### src/rtl/dfi_rw_sequencer.sv
// Closed-page DFI sequencer: one single-burst read or write at a time,
// issued as ACT -> RD/WR -> PRE with programmable tRCD/tWR/tRP and a read timeout.
module dfi_rw_sequencer #(
  parameter int NUM_AD     = 13,
  parameter int NUM_BA     = 2,
  parameter int NUM_COL    = 10,
  parameter int NUM_D      = 64,
  parameter int TRCD       = 2,
  parameter int TWR        = 2,
  parameter int TRP        = 2,
  parameter int RD_TIMEOUT = 15
) (
  input  logic                             sys_clk,
  input  logic                             sys_rst_n,
  input  logic                             req_valid,
  output logic                             req_ready,
  input  logic                             req_we,
  input  logic [NUM_BA+NUM_AD+NUM_COL-1:0] req_addr,
  input  logic [2*NUM_D-1:0]               req_wdata,
  input  logic [2*NUM_D/8-1:0]             req_wmask,
  output logic                             rsp_valid,
  output logic [2*NUM_D-1:0]               rsp_rdata,
  output logic                             rsp_err,
  output logic [NUM_AD-1:0]                dfi_address_p0,
  output logic [NUM_AD-1:0]                dfi_address_p1,
  output logic [NUM_BA-1:0]                dfi_bank_p0,
  output logic [NUM_BA-1:0]                dfi_bank_p1,
  output logic                             dfi_cs_n_p0,
  output logic                             dfi_cs_n_p1,
  output logic                             dfi_ras_n_p0,
  output logic                             dfi_ras_n_p1,
  output logic                             dfi_cas_n_p0,
  output logic                             dfi_cas_n_p1,
  output logic                             dfi_we_n_p0,
  output logic                             dfi_we_n_p1,
  output logic                             dfi_wrdata_en_p0,
  output logic                             dfi_wrdata_en_p1,
  output logic                             dfi_rddata_en_p0,
  output logic                             dfi_rddata_en_p1,
  output logic [NUM_D-1:0]                 dfi_wrdata_p0,
  output logic [NUM_D-1:0]                 dfi_wrdata_p1,
  output logic [NUM_D/8-1:0]               dfi_wrdata_mask_p0,
  output logic [NUM_D/8-1:0]               dfi_wrdata_mask_p1,
  input  logic [NUM_D-1:0]                 dfi_rddata_w0,
  input  logic [NUM_D-1:0]                 dfi_rddata_w1,
  input  logic                             dfi_rddata_valid_w0,
  input  logic                             dfi_rddata_valid_w1
);
  localparam int AW      = NUM_BA + NUM_AD + NUM_COL;
  localparam int MW      = NUM_D / 8;
  localparam int MAX_A   = (TRCD > TWR) ? TRCD : TWR;
  localparam int MAX_B   = (TRP > RD_TIMEOUT + 1) ? TRP : RD_TIMEOUT + 1;
  localparam int CNT_MAX = (MAX_A > MAX_B) ? MAX_A : MAX_B;
  localparam int CW      = $clog2(CNT_MAX + 1);

  // {cs_n, ras_n, cas_n, we_n}
  localparam logic [3:0] C_DES = 4'b1111;
  localparam logic [3:0] C_NOP = 4'b0111;
  localparam logic [3:0] C_ACT = 4'b0011;
  localparam logic [3:0] C_RD  = 4'b0101;
  localparam logic [3:0] C_WR  = 4'b0100;
  localparam logic [3:0] C_PRE = 4'b0010;

  typedef enum logic [3:0] {IDLE, ACT, RCD, CMD, WDATA, WR, RDWAIT, PRE, RP} state_t;

  state_t                state_q, state_d;
  logic [CW-1:0]         cnt_q, cnt_d;
  logic                  we_q, we_d;
  logic [AW-1:0]         addr_q, addr_d;
  logic [2*NUM_D-1:0]    wdata_q, wdata_d;
  logic [2*MW-1:0]       wmask_q, wmask_d;
  logic                  req_ready_q, req_ready_d;
  logic                  rsp_valid_q, rsp_valid_d;
  logic                  rsp_err_q, rsp_err_d;
  logic [2*NUM_D-1:0]    rsp_rdata_q, rsp_rdata_d;
  logic [3:0]            cmd_p0_q, cmd_p0_d, cmd_p1_q, cmd_p1_d;
  logic [NUM_AD-1:0]     address_p0_q, address_p0_d, address_p1_q, address_p1_d;
  logic [NUM_BA-1:0]     bank_p0_q, bank_p0_d, bank_p1_q, bank_p1_d;
  logic                  wrdata_en_q, wrdata_en_d;
  logic                  rddata_en_q, rddata_en_d;
  logic [2*NUM_D-1:0]    wrdata_q, wrdata_d;
  logic [2*MW-1:0]       wrmask_q, wrmask_d;

  logic [NUM_BA-1:0]     bank_w;
  logic [NUM_AD-1:0]     row_w;
  logic [NUM_AD-1:0]     col_w;
  logic                  rd_hit;

  assign bank_w = addr_q[AW-1 -: NUM_BA];
  assign row_w  = addr_q[NUM_COL +: NUM_AD];
  // Column zero-extended; NUM_COL <= 10 keeps A10 (auto-precharge) clear.
  assign col_w  = NUM_AD'(addr_q[NUM_COL-1:0]);
  // The first two RDWAIT cycles precede any possible PHY return and are ignored.
  assign rd_hit = dfi_rddata_valid_w0 && dfi_rddata_valid_w1 && (cnt_q < CW'(RD_TIMEOUT));

  always_comb begin
    state_d      = state_q;
    cnt_d        = cnt_q;
    we_d         = we_q;
    addr_d       = addr_q;
    wdata_d      = wdata_q;
    wmask_d      = wmask_q;
    rsp_valid_d  = 1'b0;
    rsp_err_d    = 1'b0;
    rsp_rdata_d  = rsp_rdata_q;
    cmd_p0_d     = C_NOP;
    cmd_p1_d     = C_NOP;
    address_p0_d = '0;
    address_p1_d = '0;
    bank_p0_d    = '0;
    bank_p1_d    = '0;
    wrdata_en_d  = 1'b0;
    rddata_en_d  = 1'b0;
    wrdata_d     = '0;
    wrmask_d     = '0;
    case (state_q)
      IDLE: begin
        if (req_valid && req_ready_q) begin
          we_d    = req_we;
          addr_d  = req_addr;
          wdata_d = req_wdata;
          wmask_d = req_wmask;
          state_d = ACT;
        end
      end
      ACT: begin
        cmd_p0_d     = C_ACT;
        address_p0_d = row_w;
        bank_p0_d    = bank_w;
        if (TRCD == 1) begin
          state_d = CMD;
        end else begin
          state_d = RCD;
          cnt_d   = CW'(TRCD - 2);
        end
      end
      RCD: begin
        if (cnt_q == '0) state_d = CMD;
        else             cnt_d   = cnt_q - CW'(1);
      end
      CMD: begin
        if (we_q) begin
          cmd_p1_d     = C_WR;
          address_p1_d = col_w;
          bank_p1_d    = bank_w;
          state_d      = WDATA;
        end else begin
          cmd_p0_d     = C_RD;
          address_p0_d = col_w;
          bank_p0_d    = bank_w;
          state_d      = RDWAIT;
          cnt_d        = CW'(RD_TIMEOUT + 1);
        end
      end
      WDATA: begin
        wrdata_en_d = 1'b1;
        wrdata_d    = wdata_q;
        wrmask_d    = wmask_q;
        if (TWR == 1) begin
          state_d = PRE;
        end else begin
          state_d = WR;
          cnt_d   = CW'(TWR - 2);
        end
      end
      WR: begin
        if (cnt_q == '0) state_d = PRE;
        else             cnt_d   = cnt_q - CW'(1);
      end
      RDWAIT: begin
        rddata_en_d = (cnt_q == CW'(RD_TIMEOUT + 1));
        // Precharge goes out alongside the response, so skip the PRE state.
        if (rd_hit || cnt_q == '0) begin
          rsp_valid_d = 1'b1;
          rsp_err_d   = !rd_hit;
          rsp_rdata_d = rd_hit ? {dfi_rddata_w1, dfi_rddata_w0} : '0;
          cmd_p0_d    = C_PRE;
          bank_p0_d   = bank_w;
          state_d     = RP;
          cnt_d       = CW'(TRP - 1);
        end else begin
          cnt_d = cnt_q - CW'(1);
        end
      end
      PRE: begin
        cmd_p0_d  = C_PRE;
        bank_p0_d = bank_w;
        state_d   = RP;
        cnt_d     = CW'(TRP - 1);
      end
      RP: begin
        if (cnt_q == '0) state_d = IDLE;
        else             cnt_d   = cnt_q - CW'(1);
      end
      default: state_d = IDLE;
    endcase
    req_ready_d = (state_d == IDLE);
  end

  always_ff @(posedge sys_clk or negedge sys_rst_n) begin
    if (!sys_rst_n) begin
      state_q      <= IDLE;
      cnt_q        <= '0;
      we_q         <= 1'b0;
      addr_q       <= '0;
      wdata_q      <= '0;
      wmask_q      <= '0;
      req_ready_q  <= 1'b0;
      rsp_valid_q  <= 1'b0;
      rsp_err_q    <= 1'b0;
      rsp_rdata_q  <= '0;
      cmd_p0_q     <= C_DES;
      cmd_p1_q     <= C_DES;
      address_p0_q <= '0;
      address_p1_q <= '0;
      bank_p0_q    <= '0;
      bank_p1_q    <= '0;
      wrdata_en_q  <= 1'b0;
      rddata_en_q  <= 1'b0;
      wrdata_q     <= '0;
      wrmask_q     <= '0;
    end else begin
      state_q      <= state_d;
      cnt_q        <= cnt_d;
      we_q         <= we_d;
      addr_q       <= addr_d;
      wdata_q      <= wdata_d;
      wmask_q      <= wmask_d;
      req_ready_q  <= req_ready_d;
      rsp_valid_q  <= rsp_valid_d;
      rsp_err_q    <= rsp_err_d;
      rsp_rdata_q  <= rsp_rdata_d;
      cmd_p0_q     <= cmd_p0_d;
      cmd_p1_q     <= cmd_p1_d;
      address_p0_q <= address_p0_d;
      address_p1_q <= address_p1_d;
      bank_p0_q    <= bank_p0_d;
      bank_p1_q    <= bank_p1_d;
      wrdata_en_q  <= wrdata_en_d;
      rddata_en_q  <= rddata_en_d;
      wrdata_q     <= wrdata_d;
      wrmask_q     <= wrmask_d;
    end
  end

  assign req_ready = req_ready_q;
  assign rsp_valid = rsp_valid_q;
  assign rsp_err   = rsp_err_q;
  assign rsp_rdata = rsp_rdata_q;
  assign {dfi_cs_n_p0, dfi_ras_n_p0, dfi_cas_n_p0, dfi_we_n_p0} = cmd_p0_q;
  assign {dfi_cs_n_p1, dfi_ras_n_p1, dfi_cas_n_p1, dfi_we_n_p1} = cmd_p1_q;
  assign dfi_address_p0     = address_p0_q;
  assign dfi_address_p1     = address_p1_q;
  assign dfi_bank_p0        = bank_p0_q;
  assign dfi_bank_p1        = bank_p1_q;
  assign dfi_wrdata_en_p0   = 1'b0;
  assign dfi_wrdata_en_p1   = wrdata_en_q;
  assign dfi_rddata_en_p0   = rddata_en_q;
  assign dfi_rddata_en_p1   = 1'b0;
  assign dfi_wrdata_p0      = wrdata_q[NUM_D-1:0];
  assign dfi_wrdata_p1      = wrdata_q[2*NUM_D-1:NUM_D];
  assign dfi_wrdata_mask_p0 = wrmask_q[MW-1:0];
  assign dfi_wrdata_mask_p1 = wrmask_q[2*MW-1:MW];
endmodule

### config.mk
export PLATFORM = sky130hd
export DESIGN_NAME = dfi_rw_sequencer
export DESIGN_NICKNAME = d
export VERILOG_FILES = /design/src/rtl/dfi_rw_sequencer.sv
export SDC_FILE = /design/constraint.sdc
export NUM_CORES = 1
export LEC_CHECK = 0
export CAP_MARGIN = 40
export CORE_AREA = 4 4 238 240
export CTS_CLUSTER_DIAMETER = 200
export DETAILED_ROUTE_END_ITERATION = 10
export DIE_AREA = 0 0 242 244
export MAX_ROUTING_LAYER = met4
export PLACE_DENSITY = 0.68
export SYNTH_ARGS = -nofsm -noshare
export SYNTH_HDL_FRONTEND = slang
export SYNTH_SLANG_ARGS = --single-unit
### constraint.sdc
create_clock -name sys_clk -period 2.5 [get_ports sys_clk]
set_input_delay 0.5 -clock sys_clk [delete_from_list [all_inputs] [get_ports sys_clk]]
set_output_delay 0.5 -clock sys_clk [all_outputs]
set_load 0.01 [all_outputs]
==> results <==
[power groups by stage]
stage / combinational (uW) / clock [uW] / sequential [uW]
after floorplan: 3550 / 0 / 12200
after global placement: 8040 / 0 / 11800
after detailed placement: 8260 / 0 / 11900
after CTS: 8300 / 7500 / 11800
after global routing: 8840 / 7790 / 12200
final: 8160 / 7220 / 11800
[area by class of cell]
cell class | instances | share of cell area [%]
antenna | 5 | 0.0470
clock buffer | 76 | 5.46
clock inverter | 13 | 0.442
inverter | 6 | 0.0846
multi-input combinational | 813 | 19.8
sequential | 488 | 45.9
tap | 704 | 3.31
timing repair buffer | 651 | 24.9
[kinds of logic (layout without fill, tap and decap cells)]
family,after synthesis,after routing,share of synthesized area (%)
AND/OR/NAND/NOR,596,596,16.4
flip-flops,488,488,67.6
multiplexers,170,170,10.6
buffers and inverters,101,746,3.39
AO/OA/AOI/OAI,37,37,1.76
adder cells (fa/ha/maj),2,2,0.139
other,2,12,0.0416
XOR/XNOR,1,1,0.0485
[registers in the layout, summed over array words and instances, names as in the netlist, 2 cells and up]
register / cells
addr_q: 25
cmd_p0_q: 3
cmd_p1_q: 2
cnt_q: 5
dfi_address_p0: 13
dfi_address_p1: 10
dfi_bank_p0: 2
dfi_bank_p1: 2
rsp_rdata: 128
state_q: 4
wdata_q: 128
wmask_q: 16
wrdata_q: 128
wrmask_q: 16
[layer usage]
metal	global-route usage, %	share of wire (%)	vias up
met5	-	0	-
met2	29.8	50	395
met1	20.9	40	6305
li1	-	-	5818
met4	7.17	4.1	0
met3	4.57	6.2	116
[synthesized netlist by cell type (all sizes together) (5+ instances only)]
cell	instances	share of area, %
mux2	170	11
inv	6	0.12
a22o	10	0.48
dfrtp	483	67
clkbuf	14	0.29
buf	81	3.0
o21ai	6	0.21
and2	163	5.6
nand2	268	5.6
dfstp	5	0.73
nor2	10	0.24
nand3	129	3.6
[per-stage QoR]
stage	hold WS [ns]	setup slack (ns)	power [uW]
2_1_floorplan	0.204	0.711	15700
3_3_place_gp	0.453	0.253	19900
3_5_place_dp	0.459	0.226	20200
4_1_cts	0.403	0.247	27600
5_1_grt	0.422	0.243	28800
6_report	0.455	0.302	27200
[how the worst max path moves through the flow]
stage          slack, ns                         end                  start  cells after the start
2_1_floorplan       0.71        cnt_q[4]$_DFFE_PN0P_   cnt_q[0]$_DFFE_PN0P_                      7
5_1_grt             0.24                 dfi_we_n_p0  cmd_p0_q[0]$_DFF_PN1_                      1
4_1_cts             0.25                 dfi_we_n_p0  cmd_p0_q[0]$_DFF_PN1_                      1
6_report            0.30                 dfi_we_n_p0  cmd_p0_q[0]$_DFF_PN1_                      1
3_3_place_gp        0.25  rsp_rdata[102]$_DFFE_PN0P_    dfi_rddata_valid_w1                      7
3_5_place_dp        0.23   rsp_rdata[10]$_DFFE_PN0P_    dfi_rddata_valid_w0                      7
[what timing repair did]
item | CTS | global route
hold buffers | 1 | 0
endpoints found under the hold margin | 39 | 0
endpoints found under the setup margin | 0 | 0
==> impl_metrics.ini <==
[floorplanning]
core_sq_um = 54700
ios = 620
rows = 86
die_area_sq_um = 59000
start_util_pct = 33.0
die_h_microns = 244
die_x_microns = 242

[critical_path]
max_stage_delay_ns = 0.61
reg2reg_to = cnt_q[4]$_DFFE_PN0P_
reg2reg_depth = 8
cpMaxStageDelayCell = clkdlybuf4s50_1
start_kind = flop
required_ns = 2.00
critPathCaptureType = output pin
reg2reg_setup_slack_ns = 0.41
crit_path_max_fanout = 1
crit_chain = clkdlybuf4s50_1
path_delay_family = buffers and inverters
worst-path-buf-inv = 1
rr_startpoint = cnt_q[0]$_DFFE_PN0P_
arrival_ns = 1.70
critical_path_class = flop to output pin

[synth]
synth_cell_types = 58
ys_seq_area_share_pct = 67.6
synth_edf_count = 0
syn_avg_cell_area_sq_um = 12.9
async_flop_share_pct = 100
ys.flop_type = dfrtp_1
ys_warn_count = 0
syn_area_sq_um = 18100
syn_inst = 1397
synth-seq-cells = 488

[clocking]
cts_sinks = 488
numCtsBuffers = 53
cts_buffer_depth = 3
cts_resized = 0
path_clk_slew_ns = 0.06
worstSkewPairLatency_ns = 0.58
htreeDepth = 2
cts-root-buf = clkbuf_16
cts_tree = yes
cts_setup_buffers = 0

[power_and_ir_drop]
switching_share_pct = 29.2
switching_power_uw = 7950
pwr-share-clk_pct = 26.6
leakagePower_uw = 0.0122
p_comb_share_pct = 30.0
powerDensity_nw_per_um2 = 1020
internal-power_uw = 19200
ir_drop_mv = 0.578
seq_power_share_pct = 43.5

[drt]
ant_nets = 0
remaining_drc_errors = 0
num_vias = 12600
viasPerCell = 4.58
wl_per_cell_microns = 19.1
drt_iter0_drc = 547
dr.pass1.iters = 6
drt_wl_total_microns = 52500

[sta]
max_freq_mhz = 455
drv_slew = 0
worst_pin_slew_ns = 0.698
fin_crit_sh_pct = 87.9
fin_skew_ns = 0.0264
hold_violations = 0
fin_setup_tns_ns = 0
finalCriticalPeriod_ns = 2.20
finalSetupViolations = 0
rsz0062_at_grt = no
slew_headroom_pct = 53.5

[placement]
dpl.hpwl_microns = 37600
gp_congestion = 0.863
dp_cells = 2661
port_buffers = 613
dpl_cell_area_sq_um = 25000

[global_route]
gr-usage-all-layers_pct = 17.9
antenna_found_initial = 4
grt_pass1_vias = 13500
grt_max_degree = 130
grt_pass1_wl_microns = 81200
grt.overflow.total = 0

[flow_run]
maxCapViolations = 0

[final_layout]
nNetsFinal = 2318
regArea_sq_um = 12200
final_cell_mix = 612 x clkdlybuf4s50_1, 483 x dfrtp_1, 266 x nand2_1
areaGrowthSynthToFinish_pct = 47.3
drive_gt1_share_pct = 10.6
multi_input_area_sq_um = 5280
final_common_cell = clkdlybuf4s50_1
fillers = 4825
post-route-util_pct = 48.7
design_area_sq_um = 26600
layoutNonFillerInstCount = 2756

[worst_hold_path]
whs_path_depth = 3
hp-class = primary input to flop
holdPathEnd = rsp_rdata[5]$_DFFE_PN0P_
min_from = dfi_rddata_w0[5]

[run_status]
outcome = finished, final reports clean
Note: power is estimated with default switching activity, not from simulation.
